## src/rtl/vga_timing_multi_if.sv

```systemverilog
// Bundle between the VGA timing generator and its consumer.
// master: generator side (takes en/mode, drives timing); slave: consumer.
interface vga_timing_multi_if #(
  parameter int HW = 11,
  parameter int VW = 10
);
  logic          en_i;
  logic [1:0]    mode_i;
  logic [1:0]    mode_o;
  logic          pix_stb_o;
  logic [HW-1:0] x_o;
  logic [VW-1:0] y_o;
  logic          de_o;
  logic          hs_o;
  logic          vs_o;
  logic          line_start_o;
  logic          frame_start_o;

  modport master (
    input  en_i, mode_i,
    output mode_o, pix_stb_o, x_o, y_o,
    output de_o, hs_o, vs_o,
    output line_start_o, frame_start_o
  );

  modport slave (
    output en_i, mode_i,
    input  mode_o, pix_stb_o, x_o, y_o,
    input  de_o, hs_o, vs_o,
    input  line_start_o, frame_start_o
  );
endinterface

```

## src/rtl/vga_timing_multi.sv

```systemverilog
// Multi-mode VGA timing generator: pixel-strobe divider, x/y counters,
// frame-boundary mode switch, and a strobe-clocked sync/blank delay line.
// Ports: clk_i, rst_i (sync, active-high), bus (vga_timing_multi_if.master).
module vga_timing_multi #(
  parameter int DIVISOR  = 4,
  parameter int PIPE_DLY = 2,
  parameter int HW       = 11,
  parameter int VW       = 10
) (
  input  logic                clk_i,
  input  logic                rst_i,
  vga_timing_multi_if.master  bus
);
  localparam int DW  = (DIVISOR > 1) ? $clog2(DIVISOR) : 1;
  localparam int NST = (PIPE_DLY == 0) ? 1 : PIPE_DLY;
  localparam logic [DW-1:0] DLAST = DW'(DIVISOR - 1);

  logic [DW-1:0] div_q, div_d;
  logic [HW-1:0] x_q, x_d;
  logic [VW-1:0] y_q, y_d;
  logic [1:0]    mode_q, mode_d;
  logic          ls_q, fs_q;
  // tap bits: {hs, vs, de}
  logic [NST-1:0][2:0] tap_q;

  logic [HW-1:0] hd, hss, hse, htm1;
  logic [VW-1:0] vd, vss, vse, vtm1;
  logic          pol;
  logic          stb, x_wrap, y_wrap, eof;
  logic          de_raw, hs_raw, vs_raw;
  logic          pol_in;

  always_comb begin
    hd = '0; hss = '0; hse = '0; htm1 = '0;
    vd = '0; vss = '0; vse = '0; vtm1 = '0;
    pol = 1'b0;
    unique case (mode_q)
      2'd0: begin
        hd = HW'(640);  hss = HW'(656);
        hse = HW'(752); htm1 = HW'(799);
        vd = VW'(480);  vss = VW'(490);
        vse = VW'(492); vtm1 = VW'(524);
        pol = 1'b0;
      end
      2'd1: begin
        hd = HW'(800);  hss = HW'(840);
        hse = HW'(968); htm1 = HW'(1055);
        vd = VW'(600);  vss = VW'(601);
        vse = VW'(605); vtm1 = VW'(627);
        pol = 1'b1;
      end
      2'd2: begin
        hd = HW'(1024);  hss = HW'(1048);
        hse = HW'(1184); htm1 = HW'(1343);
        vd = VW'(768);   vss = VW'(771);
        vse = VW'(777);  vtm1 = VW'(805);
        pol = 1'b0;
      end
      2'd3: begin
        hd = HW'(1366);  hss = HW'(1436);
        hse = HW'(1579); htm1 = HW'(1791);
        vd = VW'(768);   vss = VW'(771);
        vse = VW'(774);  vtm1 = VW'(797);
        pol = 1'b1;
      end
    endcase
  end

  // Modes 1 and 3 use positive sync; reset takes polarity from mode_i.
  assign pol_in = (bus.mode_i == 2'd1) || (bus.mode_i == 2'd3);

  assign stb    = bus.en_i && (div_q == DLAST);
  assign x_wrap = (x_q == htm1);
  assign y_wrap = (y_q == vtm1);
  assign eof    = x_wrap && y_wrap;

  assign de_raw = (x_q < hd) && (y_q < vd);
  assign hs_raw = ((x_q >= hss) && (x_q < hse)) ? pol : ~pol;
  assign vs_raw = ((y_q >= vss) && (y_q < vse)) ? pol : ~pol;

  always_comb begin
    div_d  = div_q;
    x_d    = x_q;
    y_d    = y_q;
    mode_d = mode_q;
    if (bus.en_i)
      div_d = stb ? '0 : div_q + 1'b1;
    if (stb) begin
      x_d = x_wrap ? '0 : x_q + 1'b1;
      if (x_wrap)
        y_d = y_wrap ? '0 : y_q + 1'b1;
      // mode_i is only looked at on the last strobe of a frame
      if (eof)
        mode_d = bus.mode_i;
    end
  end

  always_ff @(posedge clk_i) begin
    if (rst_i) begin
      div_q  <= '0;
      x_q    <= '0;
      y_q    <= '0;
      mode_q <= bus.mode_i;
      ls_q   <= 1'b0;
      fs_q   <= 1'b0;
      for (int i = 0; i < NST; i++)
        tap_q[i] <= {~pol_in, ~pol_in, 1'b0};
    end else begin
      div_q  <= div_d;
      x_q    <= x_d;
      y_q    <= y_d;
      mode_q <= mode_d;
      ls_q   <= stb && x_wrap;
      fs_q   <= stb && eof;
      // not flushed on mode change: old sync tails drain out
      if (stb) begin
        tap_q[0] <= {hs_raw, vs_raw, de_raw};
        for (int i = 1; i < NST; i++)
          tap_q[i] <= tap_q[i-1];
      end
    end
  end

  assign bus.mode_o        = mode_q;
  assign bus.pix_stb_o     = stb;
  assign bus.x_o           = x_q;
  assign bus.y_o           = y_q;
  assign bus.hs_o          = tap_q[NST-1][2];
  assign bus.vs_o          = tap_q[NST-1][1];
  assign bus.de_o          = tap_q[NST-1][0];
  assign bus.line_start_o  = ls_q;
  assign bus.frame_start_o = fs_q;
endmodule
```

## src/flat_wrapper.sv

```systemverilog
// flat-port wrapper written by rule: the top's interface ports become plain ports
module vga_timing_multi_flat 
#(
  parameter int DIVISOR  = 4,
  parameter int PIPE_DLY = 2,
  parameter int HW       = 11,
  parameter int VW       = 10
)
  (clk_i, rst_i, bus_en_i, bus_mode_i, bus_mode_o, bus_pix_stb_o, bus_x_o, bus_y_o, bus_de_o, bus_hs_o, bus_vs_o, bus_line_start_o, bus_frame_start_o);
  vga_timing_multi_if #(.HW(HW), .VW(VW)) bus_i ();
  input  logic clk_i;
  input  logic rst_i;
  input wire logic [$bits(bus_i.en_i)-1:0] bus_en_i;
  input wire logic [$bits(bus_i.mode_i)-1:0] bus_mode_i;
  output wire logic [$bits(bus_i.mode_o)-1:0] bus_mode_o;
  output wire logic [$bits(bus_i.pix_stb_o)-1:0] bus_pix_stb_o;
  output wire logic [$bits(bus_i.x_o)-1:0] bus_x_o;
  output wire logic [$bits(bus_i.y_o)-1:0] bus_y_o;
  output wire logic [$bits(bus_i.de_o)-1:0] bus_de_o;
  output wire logic [$bits(bus_i.hs_o)-1:0] bus_hs_o;
  output wire logic [$bits(bus_i.vs_o)-1:0] bus_vs_o;
  output wire logic [$bits(bus_i.line_start_o)-1:0] bus_line_start_o;
  output wire logic [$bits(bus_i.frame_start_o)-1:0] bus_frame_start_o;
  assign bus_i.en_i = bus_en_i;
  assign bus_i.mode_i = bus_mode_i;
  assign bus_mode_o = bus_i.mode_o;
  assign bus_pix_stb_o = bus_i.pix_stb_o;
  assign bus_x_o = bus_i.x_o;
  assign bus_y_o = bus_i.y_o;
  assign bus_de_o = bus_i.de_o;
  assign bus_hs_o = bus_i.hs_o;
  assign bus_vs_o = bus_i.vs_o;
  assign bus_line_start_o = bus_i.line_start_o;
  assign bus_frame_start_o = bus_i.frame_start_o;
  vga_timing_multi #(.DIVISOR(DIVISOR), .PIPE_DLY(PIPE_DLY), .HW(HW), .VW(VW)) u_core (.clk_i(clk_i), .rst_i(rst_i), .bus(bus_i));
endmodule
```

## config.mk

```make
export PLATFORM = sky130hd
export DESIGN_NAME = vga_timing_multi_flat
export DESIGN_NICKNAME = d
export VERILOG_FILES = /design/src/rtl/vga_timing_multi_if.sv /design/src/rtl/vga_timing_multi.sv /design/src/flat_wrapper.sv
export SDC_FILE = /design/constraint.sdc
export NUM_CORES = 1
export LEC_CHECK = 0
export ABC_AREA = 1
export BUFFER_PORTS_ARGS = -buffer_cell sky130_fd_sc_hd__buf_2
export CAP_MARGIN = 20
export CORE_MARGIN = 5
export CORE_UTILIZATION = 30
export CTS_CLUSTER_DIAMETER = 50
export DETAILED_ROUTE_END_ITERATION = 16
export PLACE_DENSITY_LB_ADDON = 0.05
export SYNTH_ARGS = -nofsm -noshare
export SYNTH_HDL_FRONTEND = slang
export SYNTH_SLANG_ARGS = --single-unit
```

## constraint.sdc

```tcl
create_clock -name clk_i -period 2.55 [get_ports clk_i]
set_input_delay 0.255 -clock clk_i [delete_from_list [all_inputs] [get_ports clk_i]]
set_output_delay 0.255 -clock clk_i [all_outputs]
set_load 0.02 [all_outputs]
```

==> impl_metrics.env, run 1 <==
export IMPL_grt_pass1_wl_um=14400
export IMPL_vias_per_cell=4.66
export IMPL_clockBufferDepth=2
export IMPL_cts_tree="built"
export IMPL_start_util=0.307
export IMPL_clock_latency_ps=290
export IMPL_tightest_slew_ps=461
export IMPL_grt_ovfl_total=0
export IMPL_synth_compound_area_frac=0.0785
export IMPL_synthAdderAreaFrac=0.172
export IMPL_postRouteAntennaNets=0
export IMPL_outcome="completed"
export IMPL_synth_area_mux_share=0
export IMPL_vias=2709
export IMPL_drt_total_wl_um=8870
export IMPL_rsz0062_at_grt="false"
export IMPL_syn_nets=445
export IMPL_avgSynthCellArea_um2=7.07
export IMPL_hold_viol=0
export IMPL_ys_seq_area_frac=0.254
export IMPL_antenna_found_initial=0
export IMPL_startpoint_type="flip-flop"
export IMPL_layout_setup_ws_ps=231
export IMPL_synth_xor_area_frac=0.0591
export IMPL_die_w_um=107
export IMPL_crit_type="reg -> reg"
export IMPL_holdWs_ps=171
export IMPL_die_area_mm2=0.0115
export IMPL_port_buffers=33
export IMPL_synthSimpleGateAreaFrac=0.348
export IMPL_yosysTopAreaCellShare=0.191
export IMPL_ctsHtreeMaxLevel=2
export IMPL_wl_per_cell_um=15.3
export IMPL_synth_most_common_cell="nand2_1"
export IMPL_slew_headroom=0.693
export IMPL_path_delay_family="simple AND/OR/NAND/NOR gates"
export IMPL_finalCritPeriodShare=0.910
export IMPL_synth_top_area_cell="dfxtp_1"
export IMPL_total_power_mw=1.33
export IMPL_finClkSkew_ps=5.25
export IMPL_setup_viol=0
export IMPL_slew_violations=0
export IMPL_clock_fmax_mhz=431
export IMPL_num_rows=35
export IMPL_area_growth_syn_to_layout_pct=19.2
export IMPL_root_buffer="clkbuf_8"
export IMPL_period_needed_ps=2320
export IMPL_seqCellArea_um2=721
export IMPL_dr_first_iter_drc_count=105
export IMPL_worstPathRequired_ps=2600
export IMPL_grt_max_degree=13
export IMPL_holdCritPathClass="in -> reg"
export IMPL_async_flop_share=0
export IMPL_path_max_fanout=5
export IMPL_synthTopCellsByArea="dfxtp_1, ha_1, nand2_1, nor2_1, edfxtp_1"
export IMPL_synth_cell_types=38
export IMPL_power_per_cell_area_mw_per_mm2=394
export IMPL_core_mm2=0.00924
export IMPL_cts_sinks=33
export IMPL_place_area_mm2=0.00323
export IMPL_cp_num_buf_inv=3
export IMPL_layout_drive_gt1_share=0.179
export IMPL_clk_pin_slew_ps=70
export IMPL_dieHeight_um=107
export IMPL_post_dp_hpwl_um=7190
export IMPL_maxCapViolations=0
export IMPL_ir_drop_mv=0.176
export IMPL_postSynthCellCount=401
export IMPL_p_leak_nw=1.58
export IMPL_fin_nets=495
export IMPL_yosysWarnings=0
export IMPL_critPathMaxStageDelay_ps=500
export IMPL_final_cell_area_mm2=0.00338
export IMPL_gp_congestion=0.875
export IMPL_cts_buffers=5
export IMPL_synth_seq_cells=33
export IMPL_firstDrtPassIters=4
export IMPL_ios=34
export IMPL_fillers=1025
export IMPL_syn_area_mm2=0.00284
export IMPL_yosys_top_cells_count="nand2_1, nor2_1, inv_1"
export IMPL_multi_input_area_mm2=0.00188
export IMPL_crit_slowest_cell="edfxtp_1"
export IMPL_crit_arrival_ps=2370
export IMPL_synth_edf_count=6
export IMPL_cp_end_kind="flip-flop"
export IMPL_drc=0
export IMPL_cp_cell_sequence="inv_2 -> ha_1 -> inv_1 -> buf_4 -> ha_1 -> nand3_1 -> nand2_1 -> nor2_1 -> nand3_1 -> nor2_1 -> nand4_1 -> nand3_1 -> nand2_1"
export IMPL_synthFlopType="dfxtp_1"
export IMPL_synth_top_family_by_area="simple AND/OR/NAND/NOR gates"
export IMPL_grt_pass1_vias=2622
export IMPL_num_antenna_cells=0
export IMPL_pre_cts_ws_ps=97.7
export IMPL_tns_ps=0
export IMPL_grtUsageTotal=0.163
export IMPL_cpMostUsedCell="nand3_1"
-- worst reg2reg max path, cell delays in order, from the launching register on --
cell	delay, ps
edfxtp_1	500
inv_2	130
ha_1	190
inv_1	100
buf_4	170
ha_1	290
nand3_1	90
nand2_1	80
nor2_1	90
nand3_1	70
nor2_1	140
nand4_1	90
nand3_1	100
nand2_1	50
-- cells in the final DEF (no fill, tap or decap), types with 2 or more instances in the layout --
cell type   n
nor2_1     49
nor2_2      3
nor3_1     11
buf_2      33
clkbuf_8    6
or2_2       2
nand2_1    91
xor2_1     13
o21ai_0    11
dfxtp_1    27
nand3_2     2
inv_1      46
inv_2       2
buf_4      21
nand3_1    29
nand3b_1    4
nor3b_1     2
nand4_1    10
a21oi_1    24
xnor2_1     3
nor3_4      2
ha_1       37
nor2_4      2
edfxtp_1    6
-- final cells by class --
class                      count  share of cell area
clock buffer                   7              0.0255
multi-input combinational    309               0.556
clock inverter                 1             0.00888
inverter                      48              0.0533
timing repair buffer          54              0.0955
tap                          129              0.0477
sequential                    33               0.213
-- metrics by stage --
| step | std cells | utilization |
|---|---|---|
| after floorplan | 401 | - |
| after global placement | 570 | 0.349 |
| after detailed placement | 570 | 0.349 |
| after CTS | 578 | 0.362 |
| after global routing | 581 | 0.366 |
| final | 581 | 0.366 |
-- where the power goes --
group / leakage (nW) / internal, mW / total, mW / switching (mW)
clock network: 0.0585 / 0.319 / 0.531 / 0.212
logic: 1.25 / 0.0950 / 0.252 / 0.157
registers: 0.278 / 0.542 / 0.550 / 0.00794
total: 1.58 / 0.956 / 1.33 / 0.376
-- registers in the layout, summed over array words and instances, names as in the netlist --
signal                    flops
u_core.bus.frame_start_o      1
u_core.bus.y_o               10
u_core.bus.mode_o             2
u_core.bus.hs_o               1
u_core.bus.line_start_o       1
u_core.div_q                  2
u_core.tap_q                  3
u_core.bus.de_o               1
u_core.bus.vs_o               1
u_core.bus.x_o               11
-- per-layer routing --
metal | vias to the layer above | share of wire | GRT usage
li1 | 1412 | - | -
met1 | 1245 | 0.52 | 0.244
met2 | 45 | 0.43 | 0.241
met3 | 7 | 0.038 | 0.0277
met4 | 0 | 0.014 | 0.0374
met5 | - | 0 | 0
-- worst paths after layout --
check | startpoint | end | slack [ps] | cells after the start
max | u_core.bus.mode_o[0]$_DFFE_PP_ | u_core.tap_q[1]$_DFFE_PP_ | 230 | 13
min | bus_mode_i[1] | u_core.bus.mode_o[1]$_DFFE_PP_ | 170 | 1
max reg2reg | u_core.bus.mode_o[0]$_DFFE_PP_ | u_core.tap_q[1]$_DFFE_PP_ | 230 | 13
min reg2reg | u_core.tap_q[0]$_SDFFE_PP0P_ | u_core.tap_q[0]$_SDFFE_PP0P_ | 460 | 2
-- cells by family (layout without fill, tap and decap cells) --
| family | after synthesis | after routing |
|---|---|---|
| compound gates | 41 | 41 |
| xor+xnor | 17 | 17 |
| simple gates | 212 | 212 |
| fa+ha+maj | 39 | 39 |
| flops | 33 | 33 |
| buf+inv | 59 | 110 |
-- timing repair --
action                     CTS  global route
gates resized for setup      0             4
setup endpoints to repair    0            21
hold buffers                 0             0
buffers inserted             0             3
(Power assumes the default switching activity.)
==> run 2, diff against run 1 <==
--- a/config.mk
+++ b/config.mk
@@ -5,7 +5,6 @@
 export SDC_FILE = /design/constraint.sdc
 export NUM_CORES = 1
 export LEC_CHECK = 0
-export ABC_AREA = 1
 export BUFFER_PORTS_ARGS = -buffer_cell sky130_fd_sc_hd__buf_2
 export CAP_MARGIN = 20
 export CORE_MARGIN = 5
==> impl_metrics.env, run 2 <==
export IMPL_outcome="finished with violations"
export IMPL_violations="setup timing"
export IMPL_yosysWarnings=0
export IMPL_synth_top_area_cell="dfxtp_1"
export IMPL_ios=34
export IMPL_use_met1=0.240
export IMPL_vias=2379
export IMPL_r2r_start="u_core.bus.mode_o[0]$_DFFE_PP_"
export IMPL_met3_usage=0.0249
export IMPL_holdWs_ps=135
export IMPL_cts_buffers=5
export IMPL_grt_pass1_wl_um=12800
export IMPL_syn_area_mm2=0.00247
export IMPL_core_mm2=0.00813
export IMPL_total_power_mw=1.24
export IMPL_synth_most_common_cell="ha_1"
export IMPL_die_area_mm2=0.0102
export IMPL_postSynthCellCount=284
export IMPL_syn_nets=328
export IMPL_ctsHtreeMaxLevel=2
export IMPL_critPathMaxStageDelay_ps=540
export IMPL_drc=0
export IMPL_avgSynthCellArea_um2=8.71
export IMPL_ys_seq_area_frac=0.291
export IMPL_worstPathRequired_ps=2780
export IMPL_clock_fmax_mhz=383
export IMPL_cts_sinks=33
export IMPL_maxCapViolations=0
export IMPL_dr_first_iter_drc_count=61
export IMPL_p_sw_mw=0.373
export IMPL_hold_viol=0
export IMPL_synth_compound_area_frac=0.138
export IMPL_layout_drive_gt1_share=0.360
export IMPL_clock_power_share=0.331
export IMPL_num_rows=33
export IMPL_final_cell_mix="buf_4, ha_1, buf_2"
export IMPL_root_buffer="clkbuf_8"
export IMPL_cp_cell_sequence="ha_4 -> ha_1 -> or4_4 -> or3_4 -> or3_4 -> a21oi_2"
export IMPL_combPwrFrac=0.225
export IMPL_grt_pass1_vias=2373
export IMPL_holdCritPathClass="in -> reg"
export IMPL_synth_xor_area_frac=0.0850
export IMPL_gp_congestion=0.815
export IMPL_synth_seq_cells=33
export IMPL_grtUsageTotal=0.164
export IMPL_power_internal_mw=0.866
export IMPL_crit_slowest_cell="or4_4"
export IMPL_clockBufferDepth=2
export IMPL_crit_type="reg -> reg"
export IMPL_drt_total_wl_um=8000
export IMPL_clk_pin_slew_ps=80
export IMPL_ir_drop_mv=0.179
export IMPL_synth_edf_count=6
export IMPL_yosysTopAreaCellShare=0.219
export IMPL_die_w_um=101
export IMPL_setup_viol=4
export IMPL_slew_violations=0
export IMPL_dieHeight_um=101
export IMPL_largest_register_ffs=11
export IMPL_seq_power_share=0.444
export IMPL_firstDrtPassIters=4
export IMPL_dp_cells=471
export IMPL_area_growth_syn_to_layout_pct=41.2
export IMPL_cp_end_kind="flip-flop"
export IMPL_critPathLaunch="u_core.bus.mode_o[0]$_DFFE_PP_"
export IMPL_synthSimpleGateAreaFrac=0.232
export IMPL_cpMostUsedCell="or3_4"
export IMPL_antenna_found_initial=0
export IMPL_finClkSkew_ps=4.33
export IMPL_synthAdderAreaFrac=0.197
export IMPL_rsz0062_at_grt="true"
export IMPL_num_antenna_cells=0
export IMPL_p_leak_nw=1.61
export IMPL_startpoint_type="flip-flop"
export IMPL_layout_setup_ws_ps=-59.1
export IMPL_synthFlopType="dfxtp_1"
export IMPL_period_needed_ps=2610
export IMPL_wl_per_cell_um=16.4
export IMPL_power_per_cell_area_mw_per_mm2=355
export IMPL_cts_hold_buf=0
export IMPL_vias_per_cell=4.88
export IMPL_start_util=0.304
export IMPL_synth_cell_types=50
export IMPL_yosys_top_cells_count="ha_1, nor2_1, dfxtp_1"
export IMPL_synthTopCellsByArea="dfxtp_1, ha_1, edfxtp_1, xor2_1, nor2_1"
export IMPL_layoutNonFillerInstCount=488
export IMPL_grt_max_degree=15
export IMPL_tightest_slew_ps=480
export IMPL_finalCritPeriodShare=1.02
export IMPL_postRouteAntennaNets=0
export IMPL_async_flop_share=0
export IMPL_hold_start="bus_mode_i[1]"
export IMPL_pre_cts_ws_ps=-166
export IMPL_path_max_fanout=7
export IMPL_port_buffers=33
export IMPL_switching_share=0.301
export IMPL_final_common_cell="buf_4"
export IMPL_grt_ovfl_total=0
export IMPL_synth_area_mux_share=0.0207
export IMPL_crit_arrival_ps=2840
export IMPL_slew_headroom=0.679
export IMPL_fin_nets=426
export IMPL_top_usage_layer="met2"
export IMPL_cts_tree="built"
export IMPL_synth_top_family_by_area="simple AND/OR/NAND/NOR gates"
export IMPL_grt_util_met2=0.252
export IMPL_post_dp_hpwl_um=6310
export IMPL_clock_latency_ps=290
-- run 2: kinds of logic (layout without fill, tap and decap cells) --
kind of cell | Yosys count | in the layout
and+or+nand+nor | 112 | 112
AOI/OAI and AO/OA | 51 | 51
muxes | 5 | 5
DFF | 33 | 33
buffers and inverters | 20 | 119
adders and majority gates | 39 | 39
xor gates and xnor gates | 24 | 24
-- run 2: final cells by class --
cell class / instances / area, um^2
well taps: 105 / 131
inverters: 12 / 47.5
flip-flops and latches: 33 / 721
multi-input cells: 231 / 1810
repair buffers: 99 / 693
clock buffers: 5 / 68.8
fillers: 836 / 4640
clock inverters: 3 / 17.5
-- run 2: repair_timing --
action / in CTS / in global routing
setup endpoints to repair: 20 / 13
resized for setup: 3 / 13
pin swaps: 0 / 7
setup buffers: 2 / 7
-- run 2: routing by layer --
layer / wire, um / up-vias
li1: - / 1215
met1: 4060 / 1115
met2: 3590 / 42
met3: 270 / 7
met4: 76 / 0
met5: 0 / -
-- run 2: final timing paths --
check        depth (start not counted)                             end  slack [ps]
max                                  6  u_core.bus.y_o[4]$_SDFFE_PP0P_         -60
max reg2reg                          6  u_core.bus.y_o[4]$_SDFFE_PP0P_         -60
min                                  1  u_core.bus.mode_o[1]$_DFFE_PP_         140
min reg2reg                          2    u_core.bus.de_o$_SDFFE_PP0P_         460
-- run 2: worst max-delay path, delay by kind of cell, from the launching register on --
family	cells	cell delay, ps
AND/OR/NAND/NOR	3	1380
flip-flops	1	480
adder cells (fa/ha/maj)	2	550
AO/OA/AOI/OAI	1	130
-- run 2: power groups by stage --
stage / Clock, mW / Sequential (mW) / Combinational, mW
floorplan: 0 / 0.568 / 0.131
CTS: 0.430 / 0.550 / 0.265
finish: 0.410 / 0.550 / 0.279
global placement: 0 / 0.562 / 0.258
detailed placement: 0 / 0.562 / 0.257
global route: 0.453 / 0.551 / 0.308
-- run 2: metrics by stage --
step	instance area (um^2)	setup TNS (ps)	utilization
after floorplan	2550	-600	-
after global placement	3250	-623	0.400
after detailed placement	3250	-1150	0.400
after CTS	3370	-75.2	0.414
after global routing	3490	-788	0.429
final	3490	-80.4	0.429
==> run 3, diff against run 2 <==
--- a/config.mk
+++ b/config.mk
@@ -7,11 +7,10 @@
 export LEC_CHECK = 0
 export BUFFER_PORTS_ARGS = -buffer_cell sky130_fd_sc_hd__buf_2
 export CAP_MARGIN = 20
-export CORE_MARGIN = 5
 export CORE_UTILIZATION = 30
 export CTS_CLUSTER_DIAMETER = 50
 export DETAILED_ROUTE_END_ITERATION = 16
-export PLACE_DENSITY_LB_ADDON = 0.05
+export PLACE_DENSITY = 0.5
 export SYNTH_ARGS = -nofsm -noshare
 export SYNTH_HDL_FRONTEND = slang
 export SYNTH_SLANG_ARGS = --single-unit
==> impl_metrics.env, run 3 (synthesis results as in run 2) <==
export IMPL_outcome="finished with violations"
export IMPL_violations="setup timing"
export IMPL_tns_ps=-16.5
export IMPL_wl_met2_um=3310
export IMPL_cts_hold_buf=0
export IMPL_clock_fmax_mhz=390
export IMPL_slew_violations=0
export IMPL_drt_total_wl_um=7210
export IMPL_ctsHtreeMaxLevel=2
export IMPL_dr_first_iter_drc_count=106
export IMPL_final_cell_mix="buf_2, buf_4, ha_1"
export IMPL_wl_per_cell_um=15.8
export IMPL_holdCritPathClass="in -> reg"
export IMPL_power_internal_mw=0.939
export IMPL_hold_start="bus_mode_i[1]"
export IMPL_cts_buffers=5
export IMPL_final_cell_area_mm2=0.00337
export IMPL_setup_viol=1
export IMPL_cp_num_buf_inv=3
export IMPL_gp_congestion=0.826
export IMPL_root_buffer="clkbuf_8"
export IMPL_area_growth_syn_to_layout_pct=36.4
export IMPL_wl_met1_um=3540
export IMPL_die_area_mm2=0.00861
export IMPL_crit_arrival_ps=2600
export IMPL_drc=0
export IMPL_reg2reg_slack_ps=-20
export IMPL_seq_power_share=0.421
export IMPL_dp_cells=443
export IMPL_path_max_fanout=5
export IMPL_start_util=0.315
export IMPL_cp_cell_sequence="inv_2 -> ha_4 -> inv_2 -> buf_4 -> ha_1 -> nand3b_1 -> o221ai_2 -> a32oi_2 -> mux2i_1 -> or3_1"
export IMPL_ir_drop_mv=0.261
export IMPL_layout_drive_gt1_share=0.327
export IMPL_port_buffers=33
export IMPL_period_needed_ps=2570
export IMPL_wl_met3_um=243
export IMPL_die_w_um=92.8
export IMPL_rsz0062_at_grt="true"
export IMPL_top_layer_used="met4"
export IMPL_crit_slowest_cell="edfxtp_1"
export IMPL_combPwrFrac=0.197
export IMPL_worstPathRequired_ps=2580
export IMPL_firstDrtPassIters=4
export IMPL_clk_pin_slew_ps=80
export IMPL_num_antenna_cells=0
export IMPL_clockBufferDepth=2
export IMPL_grtUsageTotal=0.173
export IMPL_ios=34
export IMPL_tightest_slew_ps=450
export IMPL_grt_ovfl_total=0
export IMPL_hold_viol=0
export IMPL_antenna_found_initial=0
export IMPL_critPathMaxStageDelay_ps=490
export IMPL_finClkSkew_ps=9.26
export IMPL_num_rows=32
export IMPL_crit_type="reg -> reg"
export IMPL_critPathLaunch="u_core.bus.mode_o[1]$_DFFE_PP_"
export IMPL_dieHeight_um=92.8
export IMPL_cpMostUsedCell="inv_2"
export IMPL_power_per_cell_area_mw_per_mm2=387
export IMPL_cp_end_kind="flip-flop"
export IMPL_layoutNonFillerInstCount=457
export IMPL_grt_pass1_wl_um=11400
export IMPL_switching_share=0.282
export IMPL_place_area_mm2=0.00305
export IMPL_fin_nets=398
export IMPL_holdWs_ps=133
export IMPL_largest_register_ffs=11
export IMPL_path_delay_family="adder cells"
export IMPL_maxCapViolations=0
export IMPL_startpoint_type="flip-flop"
export IMPL_r2r_start="u_core.bus.mode_o[1]$_DFFE_PP_"
export IMPL_p_leak_nw=1.48
export IMPL_postRouteAntennaNets=0
export IMPL_core_mm2=0.00785
export IMPL_vias=2274
export IMPL_grt_pass1_vias=2199
export IMPL_clock_power_share=0.382
export IMPL_grt_max_degree=15
export IMPL_finalCritPeriodShare=1.01
export IMPL_cts_tree="built"
export IMPL_p_sw_mw=0.368
export IMPL_vias_per_cell=4.98
export IMPL_cts_sinks=33
export IMPL_post_dp_hpwl_um=5550
export IMPL_layout_setup_ws_ps=-16.5
export IMPL_clock_latency_ps=290
export IMPL_slew_headroom=0.699
run 3: changes by cell type in the layout (fill, tap and decap cells not counted), sizes merged:
cell,delta
buf,-28
clkbuf,+2
clkinv,-2
clkinvlp,-1
inv,+1
run 3: area by class of cell:
cell class,instances,area [um^2]
fill,811,4470
multi-input combinational,231,1880
sequential,33,721
timing repair buffer,71,478
tap,102,128
clock buffer,7,108
inverter,12,50.0
clock inverter,1,6.26
run 3: per-layer routing:
metal,vias to the layer above,track usage
li1,1159,-
met5,-,0
met4,0,0.0500
met1,1070,0.239
met2,38,0.276
met3,7,0.0255
run 3: repair_timing:
item,4_1_cts,5_1_grt
resized for setup,10,19
setup buffers,3,3
endpoints found under the setup margin,9,6
pin swaps,5,11
cloned,0,0
run 3: worst paths after layout:
path | cells after the start | endpoint
setup / recovery | 10 | u_core.tap_q[2]$_DFFE_PP_
hold / removal | 1 | u_core.bus.mode_o[1]$_DFFE_PP_
setup reg to reg | 10 | u_core.tap_q[2]$_DFFE_PP_
hold reg to reg | 2 | u_core.bus.de_o$_SDFFE_PP0P_
run 3: worst reg2reg max path: stages, from the launching register on:
cell      delay (ps)
edfxtp_1         490
inv_2            170
ha_4             190
inv_2             70
buf_4            150
ha_1             310
nand3b_1         200
o221ai_2         210
a32oi_2           90
mux2i_1          130
or3_1            300
run 3: power by group through the flow:
stage                     logic [mW]  clock network (mW)  registers [mW]
after CTS                      0.234               0.514           0.550
after floorplan                0.131                   0           0.568
after global placement         0.215                   0           0.561
after global routing           0.282               0.544           0.551
after detailed placement       0.217                   0           0.562
final                          0.257               0.500           0.550
run 3: stage by stage:
| step | utilization | setup slack (ps) | power, mW |
|---|---|---|---|
| after floorplan | - | -123 | 0.699 |
| after global placement | 0.388 | 11.6 | 0.776 |
| after detailed placement | 0.388 | -72.9 | 0.779 |
| after CTS | 0.414 | 2.58 | 1.30 |
| after global routing | 0.430 | -113 | 1.38 |
| final | 0.430 | -16.5 | 1.31 |
